--- config.mk ---
export PLATFORM = sky130hd
export DESIGN_NAME = rw_bram_arbiter
export DESIGN_NICKNAME = d
export VERILOG_FILES = /design/src/rtl/rw_bram_pkg.sv /design/src/rtl/rw_bram_arbiter_rr.sv /design/src/rtl/rw_bram_arbiter.sv
export SDC_FILE = /design/constraint.sdc
export NUM_CORES = 1
export LEC_CHECK = 0
export ABC_AREA = 1
export BUFFER_PORTS_ARGS = -buffer_cell sky130_fd_sc_hd__buf_2
export CAP_MARGIN = 20
export CORE_MARGIN = 4
export CORE_UTILIZATION = 30
export DETAILED_ROUTE_END_ITERATION = 8
export GPL_ROUTABILITY_DRIVEN = 1
export GPL_TIMING_DRIVEN = 0
export MAX_ROUTING_LAYER = met4
export PLACE_DENSITY = 0.62
export SYNTH_ARGS = -nofsm -noshare
export SYNTH_HDL_FRONTEND = slang
export SYNTH_SLANG_ARGS = --single-unit
--- constraint.sdc ---
create_clock -name i_clk -period 1.6 [get_ports i_clk]
set_input_delay 0.24 -clock i_clk [delete_from_list [all_inputs] [get_ports i_clk]]
set_output_delay 0.24 -clock i_clk [all_outputs]
set_load 0.02 [all_outputs]
--- src/rtl/rw_bram_pkg.sv ---
// Shared widths, table bases and requester ids
// for the random-walk BRAM arbiter slice.
package rw_bram_pkg;

  localparam int ADDR_WIDTH = 13;
  localparam int DATA_WIDTH = 32;

  localparam int SEED_OFFSET        = 10;
  localparam int NEI_TABLE_OFFSET   = 30;
  localparam int SCORE_TABLE_OFFSET = 100;

  typedef enum logic [1:0] {
    REQ_WALK  = 2'd0,
    REQ_SCORE = 2'd1,
    REQ_HOST  = 2'd2
  } req_id_e;

  // Id field sized for the largest supported requester count.
  localparam int ID_W = 2;

  typedef struct packed {
    logic            rd;
    logic [ID_W-1:0] id;
  } rsp_tag_t;

endpackage

--- src/rtl/rw_bram_arbiter_rr.sv ---
// Combinational round-robin one-hot grant.
// Search starts at ptr and wraps modulo N.
module rr_arbiter #(
  parameter int N  = 2,
  parameter int PW = 1
) (
  input  logic [N-1:0]  req,
  input  logic [PW-1:0] ptr,
  input  logic [N-1:0]  mask,
  output logic [N-1:0]  grant
);

  logic [N-1:0] elig;
  logic [PW:0]  sum;
  logic         found;

  assign elig = req & mask;

  always_comb begin
    grant = '0;
    found = 1'b0;
    sum   = '0;
    for (int i = 0; i < N; i++) begin
      sum = {1'b0, ptr} + (PW+1)'(i);
      if (sum >= (PW+1)'(N))
        sum = sum - (PW+1)'(N);
      if (!found && elig[sum[PW-1:0]]) begin
        grant[sum[PW-1:0]] = 1'b1;
        found = 1'b1;
      end
    end
  end

endmodule

--- src/rtl/rw_bram_arbiter.sv ---
// Round-robin arbiter with per-requester lock
// in front of the single-port random-walk BRAM.
module rw_bram_arbiter #(
  parameter int NUM_REQ    = 2,
  parameter int ADDR_WIDTH = rw_bram_pkg::ADDR_WIDTH,
  parameter int DATA_WIDTH = rw_bram_pkg::DATA_WIDTH,
  parameter int RD_LAT     = 1
) (
  input  logic                          i_clk,
  input  logic                          i_rst_n,
  input  logic [NUM_REQ-1:0]            i_req_valid,
  input  logic [NUM_REQ-1:0]            i_req_write,
  input  logic [NUM_REQ-1:0]            i_req_lock,
  input  logic [NUM_REQ*ADDR_WIDTH-1:0] i_req_addr,
  input  logic [NUM_REQ*DATA_WIDTH-1:0] i_req_wdata,
  output logic [NUM_REQ-1:0]            o_req_ready,
  output logic [NUM_REQ-1:0]            o_rsp_valid,
  output logic [DATA_WIDTH-1:0]         o_rsp_data,
  output logic [ADDR_WIDTH-1:0]         o_bram_addr,
  output logic                          o_bram_write,
  output logic [DATA_WIDTH-1:0]         o_bram_wdata,
  input  logic [DATA_WIDTH-1:0]         i_bram_rdata,
  output logic                          o_busy
);

  import rw_bram_pkg::*;

  localparam int PW = $clog2(NUM_REQ);

  logic [PW-1:0]      ptr_q;
  logic [PW-1:0]      owner_q;
  logic               lock_q;
  logic [NUM_REQ-1:0] lock_mask;
  logic [NUM_REQ-1:0] grant;
  logic [PW-1:0]      gid;
  logic [PW-1:0]      ptr_nxt;
  logic               xfer;
  rsp_tag_t           tag_new;
  rsp_tag_t           tag_out;
  rsp_tag_t [RD_LAT:0] pipe_q;
  logic               pipe_busy;

  always_comb begin
    lock_mask = '1;
    if (lock_q)
      lock_mask = NUM_REQ'(1) << owner_q;
  end

  rr_arbiter #(
    .N  (NUM_REQ),
    .PW (PW)
  ) u_rr (
    .req   (i_req_valid),
    .ptr   (ptr_q),
    .mask  (lock_mask),
    .grant (grant)
  );

  assign o_req_ready = i_rst_n ? grant : '0;
  assign xfer        = |o_req_ready;

  always_comb begin
    gid = '0;
    for (int k = 0; k < NUM_REQ; k++)
      if (o_req_ready[k])
        gid = PW'(k);
  end

  assign ptr_nxt = (gid == PW'(NUM_REQ - 1)) ?
                   '0 : gid + 1'b1;

  // While locked only the owner can transfer,
  // so gid doubles as the next owner.
  always_ff @(posedge i_clk or negedge i_rst_n) begin
    if (!i_rst_n) begin
      ptr_q   <= '0;
      lock_q  <= 1'b0;
      owner_q <= '0;
    end else if (xfer) begin
      ptr_q   <= ptr_nxt;
      lock_q  <= i_req_lock[gid];
      owner_q <= gid;
    end
  end

  always_ff @(posedge i_clk or negedge i_rst_n) begin
    if (!i_rst_n) begin
      o_bram_addr  <= '0;
      o_bram_write <= 1'b0;
      o_bram_wdata <= '0;
    end else begin
      o_bram_write <= xfer & i_req_write[gid];
      if (xfer) begin
        o_bram_addr  <=
          i_req_addr[gid*ADDR_WIDTH +: ADDR_WIDTH];
        o_bram_wdata <=
          i_req_wdata[gid*DATA_WIDTH +: DATA_WIDTH];
      end
    end
  end

  always_comb begin
    tag_new.rd = xfer & ~i_req_write[gid];
    tag_new.id = ID_W'(gid);
  end

  always_ff @(posedge i_clk or negedge i_rst_n) begin
    if (!i_rst_n)
      pipe_q <= '0;
    else
      pipe_q <= {pipe_q[RD_LAT-1:0], tag_new};
  end

  assign tag_out = pipe_q[RD_LAT];

  assign o_rsp_valid = tag_out.rd ?
                       (NUM_REQ'(1) << tag_out.id) : '0;
  assign o_rsp_data  = tag_out.rd ? i_bram_rdata : '0;

  always_comb begin
    pipe_busy = 1'b0;
    for (int i = 0; i <= RD_LAT; i++)
      pipe_busy = pipe_busy | pipe_q[i].rd;
  end

  assign o_busy = pipe_busy | o_bram_write | lock_q;

endmodule
==> metrics.csv <==
stage,metric,value,unit
finish,layout cells sized above 1,0.4492,
timing,Pins Over Slew Limit,0,
grt,initial antenna violation count,0,
finish,Area Growth Syn to Fin,53.70,%
route,routed length per placed instance,13.94,um
cts,Clock transition at path regs,0.10,ns
cts,Clock Path Buffers,2,
timing,final hold violations,0,
setup_path,Buf/Inv on CP,3,
finish,number of antenna diodes,0,
worst_hold_path,Hold Path Cell Cnt,3,
setup_path,"most used cell, CP",buf_6,
yosys,synth unique cells,17,
floorplanning,Die ar.,10600,sq um
yosys,Yosys reg bits,53,
yosys,post-synthesis area per instance,7.473,sq um
timing,RSZ-0062 raised after global routing,yes,
grt,gr ovfl total,0,
finish,fin nets,719,
timing,worst clock skew,0.01041,ns
setup_path,FF-to-FF Start,owner_q$_DFFE_PN0P_,
timing,Final Cycle Share,0.9883,
placed_design,input/output buffers,212,
yosys,Yosys warnings,0,
floorplanning,io pins,213,
job,Max Cap Viol,0,
placed_design,DP HPWL,7567,um
power,Pwr per Cell Area,1589,nW/um^2
route,drt first pass iters,4,
timing,Worst slew margin,0.7214,
setup_path,reg2reg setup slack,0.10,ns
placed_design,placed cells,683,
setup_path,"slowest stage delay, CP",0.44,ns
placed_design,routability cong.,0.8268,
worst_hold_path,worst min path class,input port to flop,
worst_hold_path,Hold Path Origin,i_req_addr[17],
route,routed vias/inst,4.510,
setup_path,"Critical Path, Cell by Cell",inv_2 > nand2_2 > nand3_4 > nor2_4 > buf_6 > buf_6,
yosys,"Cell Area, Synth",2705,sq um
power,P_leak,0.002603,uW
yosys,Syn Inst Count,362,
timing,crit path time final,1.581,ns
grt,first-pass GRT wire length,14080,um
grt,number of global-route vias before repair,2905,
cts,worst-skew pair later-pin latency,0.30,ns
cts,H-tree levels,2,
finish,Finished Core Util,0.4744,
route,DRT iter0 DRCs,120,
timing,setup TNS,0,ns
power,Final Power,6608,uW
yosys,syn nets,492,
floorplanning,Site Rows,34,
yosys,sequential share of the synthesized area,0.4903,
setup_path,critical path type,flop to output pin,
cts,# clock sinks,53,
finish,FILL cells,898,
setup_path,Worst Setup SP,owner_q$_DFFE_PN0P_,
route,DRT antenna net count,0,
setup_path,r2r endpoint,o_bram_wdata[11]$_DFFE_PN0P_,
setup_path,Setup crit end,o_req_ready[1],
setup_path,R2R cell count,9,
setup_path,Crit path max-delay family,flip-flops,
timing,Slew @ Worst Pin,0.4180,ns
route,DR vias,3148,
grt,largest net degree at the start of global routing,31,
grt,Total Routing Usage GR,0.1746,
route,Post-Route WL,9733,um
timing,f_max,0.6324,GHz
cts,CTS root buffer,clkbuf_8,
floorplanning,Core ar.,8763,sq um
floorplanning,die width,103.0,um
setup_path,CP required,1.36,ns
route,DRC,0,
finish,count of non-filler cells in the finished layout,698,
setup_path,critical path's slowest cell,dfrtp_1,
status,outcome,finished clean,
setup_path,kind of end point of the critical path,output pin,
setup_path,CP Launch Type,flop,
cts,CTS tree,built,
cts,TritonCTS Buffers,5,
floorplanning,Initial Util,0.3087,
power,Max VDD drop,0.0008136,V
floorplanning,Die Y-Extent,103.0,um
setup_path,CP arrival,1.34,ns
setup_path,"Max FO, Critical Path",3,
setup_path,CP Depth,6,
timing,setup violators final,0,
[logic make-up after synthesis]
group                  synth area share
and+or+nand+nor                  0.3816
DFF                              0.4903
AOI/OAI and AO/OA              0.008325
buffers and inverters            0.1198
[layer usage]
metal / vias to the layer above / part of all wire / GRT usage
met1: 1420 / 0.38 / 0.2008
met4: 0 / 0.0070 / 0.03386
met3: 6 / 0.094 / 0.03721
li1: 1583 / - / -
met2: 139 / 0.51 / 0.3138
met5: - / 0 / -
[how the worst min path moves through the flow]
stage	end	slack, ns
after floorplan	lock_q$_DFFE_PN0P_	-0.06
after global placement	pipe_q[3]$_DFF_PN0_	0.34
after detailed placement	o_bram_wdata[23]$_DFFE_PN0P_	0.29
after CTS	o_bram_addr[2]$_DFFE_PN0P_	0.13
after global routing	o_bram_wdata[6]$_DFFE_PN0P_	0.14
final	o_bram_addr[4]$_DFFE_PN0P_	0.14
[through the flow]
step	area, sq um	worst slack, ns	hold slack [ns]
final	4158	0.01864	0.1430
after global routing	4158	-0.06268	0.1360
after CTS	4084	-0.06267	0.1306
after detailed placement	3921	-0.3697	0.2924
after global placement	3901	-0.9173	0.3353
after floorplan	2705	0.3240	-0.05559
[layout make-up]
| type | instances | area, sq um | area share |
|---|---|---|---|
| flip-flops and latches | 53 | 1329 | 0.3196 |
| plain buffers | 23 | 166.4 | 0.04002 |
| clock buffers | 5 | 68.82 | 0.01655 |
| inverters | 43 | 161.4 | 0.03882 |
| multi-input cells | 241 | 1094 | 0.2630 |
| repair buffers | 222 | 1182 | 0.2844 |
| clock inverters | 3 | 21.27 | 0.005116 |
| well taps | 108 | 135.1 | 0.03250 |
[synth_stat cells]
cell | n | share of area
nand2_1 | 132 | 0.18
nand3_1 | 96 | 0.18
dfrtp_1 | 53 | 0.49
inv_1 | 41 | 0.057
buf_2 | 10 | 0.019
buf_4 | 5 | 0.014
buf_6 | 5 | 0.021
nor2_1 | 5 | 0.0069
clkbuf_1 | 4 | 0.0055
a21oi_1 | 2 | 0.0037
inv_2 | 2 | 0.0028
nand3_2 | 2 | 0.0074
a21o_1 | 1 | 0.0028
buf_1 | 1 | 0.0014
nand2_2 | 1 | 0.0023
nor2_4 | 1 | 0.0042
o21ai_1 | 1 | 0.0018
[what timing repair did]
item                                    CTS  global route
endpoints found under the hold margin    23             0
pin swaps                                 2             1
hold buffers                              2             0
resized for setup                        13            12
buffers inserted                          3             3
endpoints found under the setup margin   45            52
[flip-flops by register name, summed over array words and instances, names as in the netlist]
name / cells
ptr_q: 1
pipe_q: 4
lock_q: 1
o_bram_wdata: 32
o_bram_addr: 13
o_bram_write: 1
owner_q: 1
[worst reg2reg max path, cell delays in order (launching register included)]
cell and delay, ns:
dfrtp_1 0.44, inv_2 0.08, nand2_2 0.08, nand3_4 0.09, nor2_4 0.14, buf_4 0.12, buf_4 0.16, buf_4 0.19
nand2_1 0.07, nand3_1 0.08
[cell usage in the layout (no fill, tap or decap), drive strengths merged]
cell type    instances
clkinv               1
inv                 44
a21o                 1
buf                239
a21oi                2
clkbuf               9
nand2              133
nor2                 6
clkinvlp             1
o21ai                1
dlygate4sd3          2
dfrtp               53
nand3               98
[where the power goes]
group	internal (uW)	total [uW]	leakage (uW)	switching (uW)
Clock	312	773	0.0000445	461
Combinational	1270	3470	0.00192	2200
Sequential	1970	2360	0.000640	388
Total	3560	6610	0.00260	3050
No activity file was read; power rests on OpenSTA's default activity.
